**src/rtl/sha256_pkg.sv**
```systemverilog
// Shared constants and encodings for the SHA-256 message block server.
package sha256_pkg;

    localparam logic [31:0] PAD_WORD = 32'h8000_0000;
    localparam logic [31:0] LEN_HDR  = 32'h0000_0280;
    localparam logic [31:0] LEN_DIG  = 32'h0000_0100;

    localparam int HDR_WORDS = 19;
    localparam int NONCE_IDX = 19;

    typedef enum logic [1:0] {
        BLK_HDR0 = 2'd0,
        BLK_HDR1 = 2'd1,
        BLK_DIG  = 2'd2,
        BLK_NONE = 2'd3
    } blk_sel_e;

    typedef enum logic [1:0] {
        S_IDLE = 2'd0,
        S_WAIT = 2'd1,
        S_RDY  = 2'd2
    } srv_state_e;

endpackage

```
**src/rtl/sha256_block_mux.sv**
```systemverilog
// Combinational selection of one padded message word for the chosen block.
module sha256_block_mux
    import sha256_pkg::*;
(
    input  logic [1:0]   blk_sel,
    input  logic [3:0]   addr,
    input  logic [31:0]  hdr [HDR_WORDS],
    input  logic [31:0]  nonce,
    input  logic [255:0] dig,
    output logic [31:0]  word
);

    always_comb begin
        word = '0;
        case (blk_sel)
            BLK_HDR0: word = hdr[{1'b0, addr}];
            BLK_HDR1: begin
                case (addr)
                    4'd0:    word = hdr[16];
                    4'd1:    word = hdr[17];
                    4'd2:    word = hdr[18];
                    4'd3:    word = nonce;
                    4'd4:    word = PAD_WORD;
                    4'd15:   word = LEN_HDR;
                    default: word = '0;
                endcase
            end
            BLK_DIG: begin
                // Digest word 0 sits in the top 32 bits, so index from the MSB end.
                if (!addr[3])
                    word = dig[{~addr[2:0], 5'd0} +: 32];
                else if (addr == 4'd8)
                    word = PAD_WORD;
                else if (addr == 4'd15)
                    word = LEN_DIG;
            end
            default: word = '0;
        endcase
    end

endmodule

```
**src/rtl/sha256_block_server.sv**
```systemverilog
// Message-word fetch responder: header/nonce/digest storage plus the rq/rdy handshake.
module sha256_block_server
    import sha256_pkg::*;
#(
    parameter int LATENCY = 1
) (
    input  logic         clk,
    input  logic         rst_n,
    input  logic         hdr_we,
    input  logic [4:0]   hdr_waddr,
    input  logic [31:0]  hdr_wdata,
    input  logic         nonce_inc,
    output logic [31:0]  nonce,
    input  logic         dig_load,
    input  logic [255:0] dig_in,
    input  logic [1:0]   blk_sel,
    input  logic         rq,
    input  logic [3:0]   addr,
    output logic         rdy,
    output logic [31:0]  data,
    output logic         busy
);

    localparam logic [3:0] CNT_INIT = 4'(LATENCY - 1);

    srv_state_e   state_q, state_d;
    logic [3:0]   cnt_q, cnt_d;
    logic [3:0]   addr_q, addr_d;
    logic [31:0]  data_q, data_d;
    logic [31:0]  hdr_q [HDR_WORDS];
    logic [31:0]  hdr_d [HDR_WORDS];
    logic [31:0]  nonce_q, nonce_d;
    logic [255:0] dig_q, dig_d;
    logic [31:0]  mux_word;

    sha256_block_mux u_mux (
        .blk_sel (blk_sel),
        .addr    (addr_q),
        .hdr     (hdr_q),
        .nonce   (nonce_q),
        .dig     (dig_q),
        .word    (mux_word)
    );

    // A header write to the nonce slot overrides a simultaneous increment.
    always_comb begin
        hdr_d   = hdr_q;
        nonce_d = nonce_q;
        dig_d   = dig_q;
        if (nonce_inc)
            nonce_d = nonce_q + 32'd1;
        if (hdr_we) begin
            if (hdr_waddr < 5'(HDR_WORDS))
                hdr_d[hdr_waddr] = hdr_wdata;
            else if (hdr_waddr == 5'(NONCE_IDX))
                nonce_d = hdr_wdata;
        end
        if (dig_load)
            dig_d = dig_in;
    end

    always_comb begin
        state_d = state_q;
        cnt_d   = cnt_q;
        addr_d  = addr_q;
        data_d  = data_q;
        case (state_q)
            S_IDLE: begin
                if (rq) begin
                    state_d = S_WAIT;
                    addr_d  = addr;
                    cnt_d   = CNT_INIT;
                end
            end
            S_WAIT: begin
                if (cnt_q == 4'd0) begin
                    state_d = S_RDY;
                    data_d  = mux_word;
                end else begin
                    cnt_d = cnt_q - 4'd1;
                end
            end
            // Always return to idle so a still-high rq is not re-accepted here.
            S_RDY:   state_d = S_IDLE;
            default: state_d = S_IDLE;
        endcase
    end

    always_ff @(posedge clk or negedge rst_n) begin
        if (!rst_n) begin
            state_q <= S_IDLE;
            cnt_q   <= '0;
            addr_q  <= '0;
            data_q  <= '0;
            nonce_q <= '0;
            dig_q   <= '0;
            for (int i = 0; i < HDR_WORDS; i++)
                hdr_q[i] <= '0;
        end else begin
            state_q <= state_d;
            cnt_q   <= cnt_d;
            addr_q  <= addr_d;
            data_q  <= data_d;
            nonce_q <= nonce_d;
            dig_q   <= dig_d;
            hdr_q   <= hdr_d;
        end
    end

    assign rdy   = (state_q == S_RDY);
    assign busy  = (state_q != S_IDLE);
    assign data  = data_q;
    assign nonce = nonce_q;

endmodule

```
**config.mk**
```make
export PLATFORM = sky130hd
export DESIGN_NAME = sha256_block_server
export DESIGN_NICKNAME = d
export VERILOG_FILES = /design/src/rtl/sha256_pkg.sv /design/src/rtl/sha256_block_mux.sv /design/src/rtl/sha256_block_server.sv
export SDC_FILE = /design/constraint.sdc
export NUM_CORES = 1
export LEC_CHECK = 0
export ABC_AREA = 1
export BUFFER_PORTS_ARGS = -buffer_cell sky130_fd_sc_hd__buf_2
export CAP_MARGIN = 20
export CORE_UTILIZATION = 56
export CTS_BUF_LIST = sky130_fd_sc_hd__clkbuf_8
export DETAILED_ROUTE_END_ITERATION = 12
export PLACE_DENSITY = 0.8
export SLEW_MARGIN = 20
export SYNTH_ARGS = -nofsm -noshare
export SYNTH_HDL_FRONTEND = slang
export SYNTH_SLANG_ARGS = --single-unit
```
**constraint.sdc**
```tcl
create_clock -name clk -period 2 [get_ports clk]
set_clock_uncertainty 0.15 [all_clocks]
set_input_delay 0.3 -clock clk [delete_from_list [all_inputs] [get_ports clk]]
set_output_delay 0.3 -clock clk [all_outputs]
set_load 0.05 [all_outputs]
```
==> results of run 1 <==
==> layer usage <==
layer,global-route usage (%),overflow
met1,71.6,62
met2,81.9,165
met3,61.4,48
met4,58.4,103
met5,48.3,3
==> through the flow <==
| stage | instances | util, % | hold slack, ns |
|---|---|---|---|
| after global placement | 7122 | 63.5 | 0.0715 |
| after CTS | 7959 | 75.8 | 0.00106 |
| after detailed placement | 7122 | 63.5 | 0.0724 |
| after floorplan | 5795 | - | -0.146 |
==> logic make-up after synthesis <==
logic type	count (synthesis)	share of synthesized area (%)
and+or+nand+nor	3158	27.7
xor gates and xnor gates	21	0.421
DFF	938	53.7
AOI/OAI and AO/OA	951	10.9
buffers and inverters	677	5.98
muxes	48	1.24
adders and majority gates	2	0.0572
==> cell usage after synthesis (8+ instances only) <==
cell type	instances
sky130_fd_sc_hd__o21ai_0	748
sky130_fd_sc_hd__xor2_1	8
sky130_fd_sc_hd__a21oi_1	133
sky130_fd_sc_hd__mux2_2	48
sky130_fd_sc_hd__dfrtp_1	938
sky130_fd_sc_hd__clkbuf_1	297
sky130_fd_sc_hd__nor2_1	470
sky130_fd_sc_hd__nand2_1	2535
sky130_fd_sc_hd__xnor2_1	13
sky130_fd_sc_hd__buf_2	60
sky130_fd_sc_hd__nand4_1	17
sky130_fd_sc_hd__nand3_1	121
sky130_fd_sc_hd__buf_1	24
sky130_fd_sc_hd__inv_1	294
sky130_fd_sc_hd__o21ai_1	66
==> repair_timing <==
action	CTS
hold buffers	558
pin swaps	27
hold endpoints to repair	1779
endpoints found under the setup margin	81
gates resized for setup	198
setup buffers	20
gates cloned	8
==> metrics list, run 1 <==
- The longest clock path from root to sink contains 3 buffers.
* Post-Syn Area: 43700 µm²
* FP Rows: 102
- The die is 281 µm wide.
* Number of CTS-inserted buffers: 151
* Number of enable flip-flop cells after synthesis: 0
- Synthesis inferred 938 register bits.
- Main area contributors after synthesis: sky130_fd_sc_hd__dfrtp_1, sky130_fd_sc_hd__nand2_1, sky130_fd_sc_hd__o21ai_0
* Seq/Total Area, Yosys: 53.7%
- Synth top area share: 53.7%
* Routability cong.: 1.07
- Post-place instance area: 49100 µm²
- The number of nets in the synthesized netlist is 6102.
- The wire-length estimate of the detail-placed layout is 99900 µm.
* Congestion Overflow GR: 381
- In the synthesized netlist the dominant register cell turns out to be sky130_fd_sc_hd__dfrtp_1.
- In this run the clock root is driven by a sky130_fd_sc_hd__clkbuf_8.
* H-tree level count: 4
- Timing analysis after detailed placement gives a worst setup slack of -0.329 ns.
- Buffers placed on the I/O ports in this run total 370.
- GRT Resource Usage Total: 69.9%
- Status: stopped before the end
- Synthesis handed over a netlist of 5795 instances.
- Fraction of synthesis flops using an asynchronous set or reset pin: 100%
* Global-route wire length before repair: 394000 µm
* Clk sink count: 938
- Count of unique library cells instantiated by Yosys: 30
- Vertical extent of the die: 281 µm
- The initial utilization of the core area, before any placement, comes to 56.5%.
- The first error in the log reads "[ERROR GRT-0116] Global routing finished with congestion. Check the congestion regions in the DRC Viewer".
- Step where the flow halted: global routing (5_1_grt)
- Num ports: 371
* Most area-hungry cell type in the Yosys netlist: sky130_fd_sc_hd__dfrtp_1
* Via count of the first global-routing pass: 54700
- During synthesis, Yosys emitted a total of 0 warnings.
- Entering global routing, the biggest net connects 90 pins.
- Synthesized area divided by synthesized cell count: 7.55 µm²
==> run 2, diff against run 1 <==
--- a/config.mk
+++ b/config.mk
@@ -8,10 +8,9 @@
 export ABC_AREA = 1
 export BUFFER_PORTS_ARGS = -buffer_cell sky130_fd_sc_hd__buf_2
 export CAP_MARGIN = 20
-export CORE_UTILIZATION = 56
-export CTS_BUF_LIST = sky130_fd_sc_hd__clkbuf_8
+export CORE_UTILIZATION = 40
 export DETAILED_ROUTE_END_ITERATION = 12
-export PLACE_DENSITY = 0.8
+export PLACE_DENSITY_LB_ADDON = 0.15
 export SLEW_MARGIN = 20
 export SYNTH_ARGS = -nofsm -noshare
 export SYNTH_HDL_FRONTEND = slang
==> constraint.sdc (replaced) <==
create_clock -name clk -period 2.6 [get_ports clk]
set_clock_uncertainty 0.15 [all_clocks]
set_input_delay 0.39 -clock clk [delete_from_list [all_inputs] [get_ports clk]]
set_output_delay 0.39 -clock clk [all_outputs]
set_load 0.05 [all_outputs]
==> metrics list, run 2 <==
* Status: finished, final reports clean
- The clock reaches the later pin of the worst-skew pair after 0.70 ns.
- TritonCTS built the clock tree.
- Largest net degree at the start of global routing: 121
* Share of cells above drive strength 1: 12.3%
- The net count after synthesis was 6102 (unchanged).
- Floorplan die area: 111000 µm²
- Flip-flop cell with the highest count after synthesis: sky130_fd_sc_hd__dfrtp_1
- Number of setup violations in the final report: 0
* Max Clk Rate: 394 MHz
- Top reg by flops: hdr_q
* H-tree level count: 3 (-1)
* Remaining DRCs: 0
- The design draws 44500 µW.
* Period utilisation layout: 97.7%
- Number of nets at the end of the flow: 6658
- Detailed-route via count: 40100
- Clock-pin slew of the registers on the worst-case setup and hold paths: 0.06 ns
- Most frequent cell after synthesis: sky130_fd_sc_hd__nand2_1
* Seq/Total Area, Yosys: 53.7% (unchanged)
- Num ports: 371 (unchanged)
* Placed wire-length estimate after detailed placement: 99100 µm (-0.83%)
* Part of the total power dissipated in sequential elements: 40.9%
- Across the VDD grid, the largest voltage drop is 0.544 mV.
* Top cells by count, synth: sky130_fd_sc_hd__nand2_1, sky130_fd_sc_hd__dfrtp_1, sky130_fd_sc_hd__o21ai_0
- In this run the worst path has a maximum fanout of 36.
* Number of flip-flops and latches in the synthesized netlist: 938 (unchanged)
* Synth top area share: 53.7% (unchanged)
- Number of failing hold endpoints at the final stage: 0
* Share of total power in the clock network: 33.8%
- Post-DR wirelength/cell: 20.1 µm
* Number of CTS-inserted buffers: 102 (-32%)
- Most common cell after layout, fill and taps aside: sky130_fd_sc_hd__nand2_1
* Most area-hungry cell type in the Yosys netlist: sky130_fd_sc_hd__dfrtp_1
- The number of sinks handled by clock tree synthesis is 938 (unchanged).
- Number of nets with antenna violations after detailed routing: 0
- The number of global-route vias before repair came to 38300.
* Vias/cell: 5.12
* Iter 0 DRT Violations: 3258
- The tool flagged a number of max-cap violations equal to 0.
- Switch Pwr: 15200 µW
* Type of destination of the critical path: register
- Internal: 29300 µW
- Fraction of synthesis flops using an asynchronous set or reset pin: 100% (unchanged)
- The count of flip-flops with a built-in enable after synthesis was 0 (unchanged).
- In the global route stage, overall resource usage came out at 28.3%.
* Worst setup SP type: register
* Post-Syn Area: 43700 µm² (unchanged)
* Main area contributors after synthesis: sky130_fd_sc_hd__dfrtp_1, sky130_fd_sc_hd__nand2_1, sky130_fd_sc_hd__o21ai_0
* Congestion Overflow GR: 0
- Total wire length after detailed routing: 158000 µm
- Flip-flop count of the largest register, all copies and words added: 608
- Category of the most critical setup path: reg -> reg
- For the pin with the worst max-slew slack, the measured transition is 0.912 ns.
- Core area: 108000 µm²
* Cells after synthesis: 5795 (unchanged)
- Synth warn: 0 (unchanged)
- The routability congestion estimate from global placement was 0.934 (-13%).
- Setup repair after global routing left no endpoint under its margin.
* Initial core utilization: 40.6% (-16 points)
* Worst rel slew slack: 39.2%
- First-pass iteration count of the detailed router: 6
- The worst-case clock buffer depth came to 3 (unchanged).
- Die Width: 333 µm (+18%)
- The first global-routing pass estimated 240000 µm of wire.
- Type of the tightest min-delay check: in -> async
- Number of port buffers: 370 (unchanged)
- Comb power frac: 25.3%
* Root Buffer Master: sky130_fd_sc_hd__clkbuf_16
- Area overhead of the layout relative to synthesis: 24.9%
- In the layout the commonest cells are sky130_fd_sc_hd__nand2_1, sky130_fd_sc_hd__dfrtp_1, sky130_fd_sc_hd__o21ai_0.
* Min Tclk post-route: 2.54 ns
- Net switching is 34.1% of the power.
* Arrival time at the worst endpoint: 2.97 ns
- Count of unique library cells instantiated by Yosys: 30 (unchanged)
- The largest registers in the layout are hdr_q (608), dig_q (256).
* Depth of the worst register-to-register path: 12
* Power density cells: 814 nW/µm²
- Data on the critical path is required at its endpoint by 3.03 ns.
- Number of fill cells in the layout: 10400
* Setup TNS Final: 0 ns
- Static power due to leakage: 0.0279 µW
- FP Rows: 120 (+18%)
- Initial antenna violation count: 5
* Vertical extent of the die: 333 µm (+18%)
- The total count of max-transition violations in the final report came to 0.
- Synthesized area divided by synthesized cell count: 7.55 µm² (unchanged)
[run 2: cell counts after synthesis]
Identical to the previous run, type by type.
[run 2: layout make-up]
| type | count | area, µm² | area share [%] |
|---|---|---|---|
| clock buffers | 152 | 3020 | 5.53 |
| inverters | 296 | 1120 | 2.05 |
| diodes | 2 | 5.00 | 0.00916 |
| repair buffers | 833 | 7030 | 12.9 |
| well taps | 1403 | 1760 | 3.21 |
| clock inverters | 32 | 432 | 0.790 |
| multi-input cells | 4180 | 17800 | 32.5 |
| flip-flops and latches | 938 | 23500 | 43.0 |
[run 2: per-stage QoR]
step	cell area, µm²	util [%]	cells	setup slack (ns)	hold slack [ns]
2_1_floorplan	43700	-	5795	0.339	-0.0556
3_3_place_gp	48200	44.8	7356	0.110	0.167
3_5_place_dp	48200	44.8	7356	0.0864	0.165
4_1_cts	54600	50.7	7833	0.0773	0.000529
5_1_grt	54600	50.7	7834	0.0260	0.0486
6_report	54600	50.7	7836	0.0587	0.0338
[run 2: timing repair]
action / in CTS / in global routing
setup endpoints to repair: 0 / 6
endpoints found under the hold margin: 674 / 0
hold buffers: 293 / 0
gates resized for setup: 0 / 4
setup buffers: 0 / 0
[run 2: cell families after synthesis]
kind of cell             share of synthesized area (%)
XOR/XNOR                                         0.421
multiplexers                                      1.24
flip-flops                                        53.7
AO/OA/AOI/OAI                                     10.9
buffers and inverters                             5.98
adder cells (fa/ha/maj)                         0.0572
AND/OR/NAND/NOR                                   27.7
[run 2: final timing paths]
kind | from | slack (ns) | to
min in group clk | dig_load | 0.03 | dig_q[23]
max | addr_q[1] | 0.06 | data[20]
max in group asynchronous | rst_n | 1.20 | hdr_q[231]
min reg2reg | data[4] | 0.33 | data[4]
min | rst_n | 0.03 | dig_q[124]
max reg2reg | addr_q[1] | 0.06 | data[20]
[run 2: power groups by stage]
stage	sequential, µW	clock [µW]	combinational, µW
finish	18200	15000	11300
global route	18400	15800	12400
CTS	18200	15300	11200
detailed placement	18400	0	10800
global placement	18400	0	10700
floorplan	18900	0	5670
[run 2: routing by layer]
metal	track usage (%)	share of wire, %	routed length, µm	vias to the layer above
met2	44.2	45	71100	1322
met5	0	0.020	31	-
met1	39.9	45	71200	19300
met3	3.97	6.0	9500	268
met4	10.9	3.6	5680	6
li1	-	-	-	19200
[run 2: critical path: stages, from the launching register on]
cell	delay, ns
sky130_fd_sc_hd__dfrtp_4	0.52
sky130_fd_sc_hd__buf_12	0.21
sky130_fd_sc_hd__nand2_2	0.20
sky130_fd_sc_hd__buf_12	0.21
sky130_fd_sc_hd__nor2_1	0.06
sky130_fd_sc_hd__nor2_1	0.16
sky130_fd_sc_hd__nand2_1	0.24
sky130_fd_sc_hd__nand2_1	0.15
sky130_fd_sc_hd__nand2_1	0.11
sky130_fd_sc_hd__a21oi_1	0.17
sky130_fd_sc_hd__nand2_1	0.08
sky130_fd_sc_hd__nand2_1	0.07
sky130_fd_sc_hd__nand2_1	0.05
Note: power is estimated with default switching activity, not from simulation.
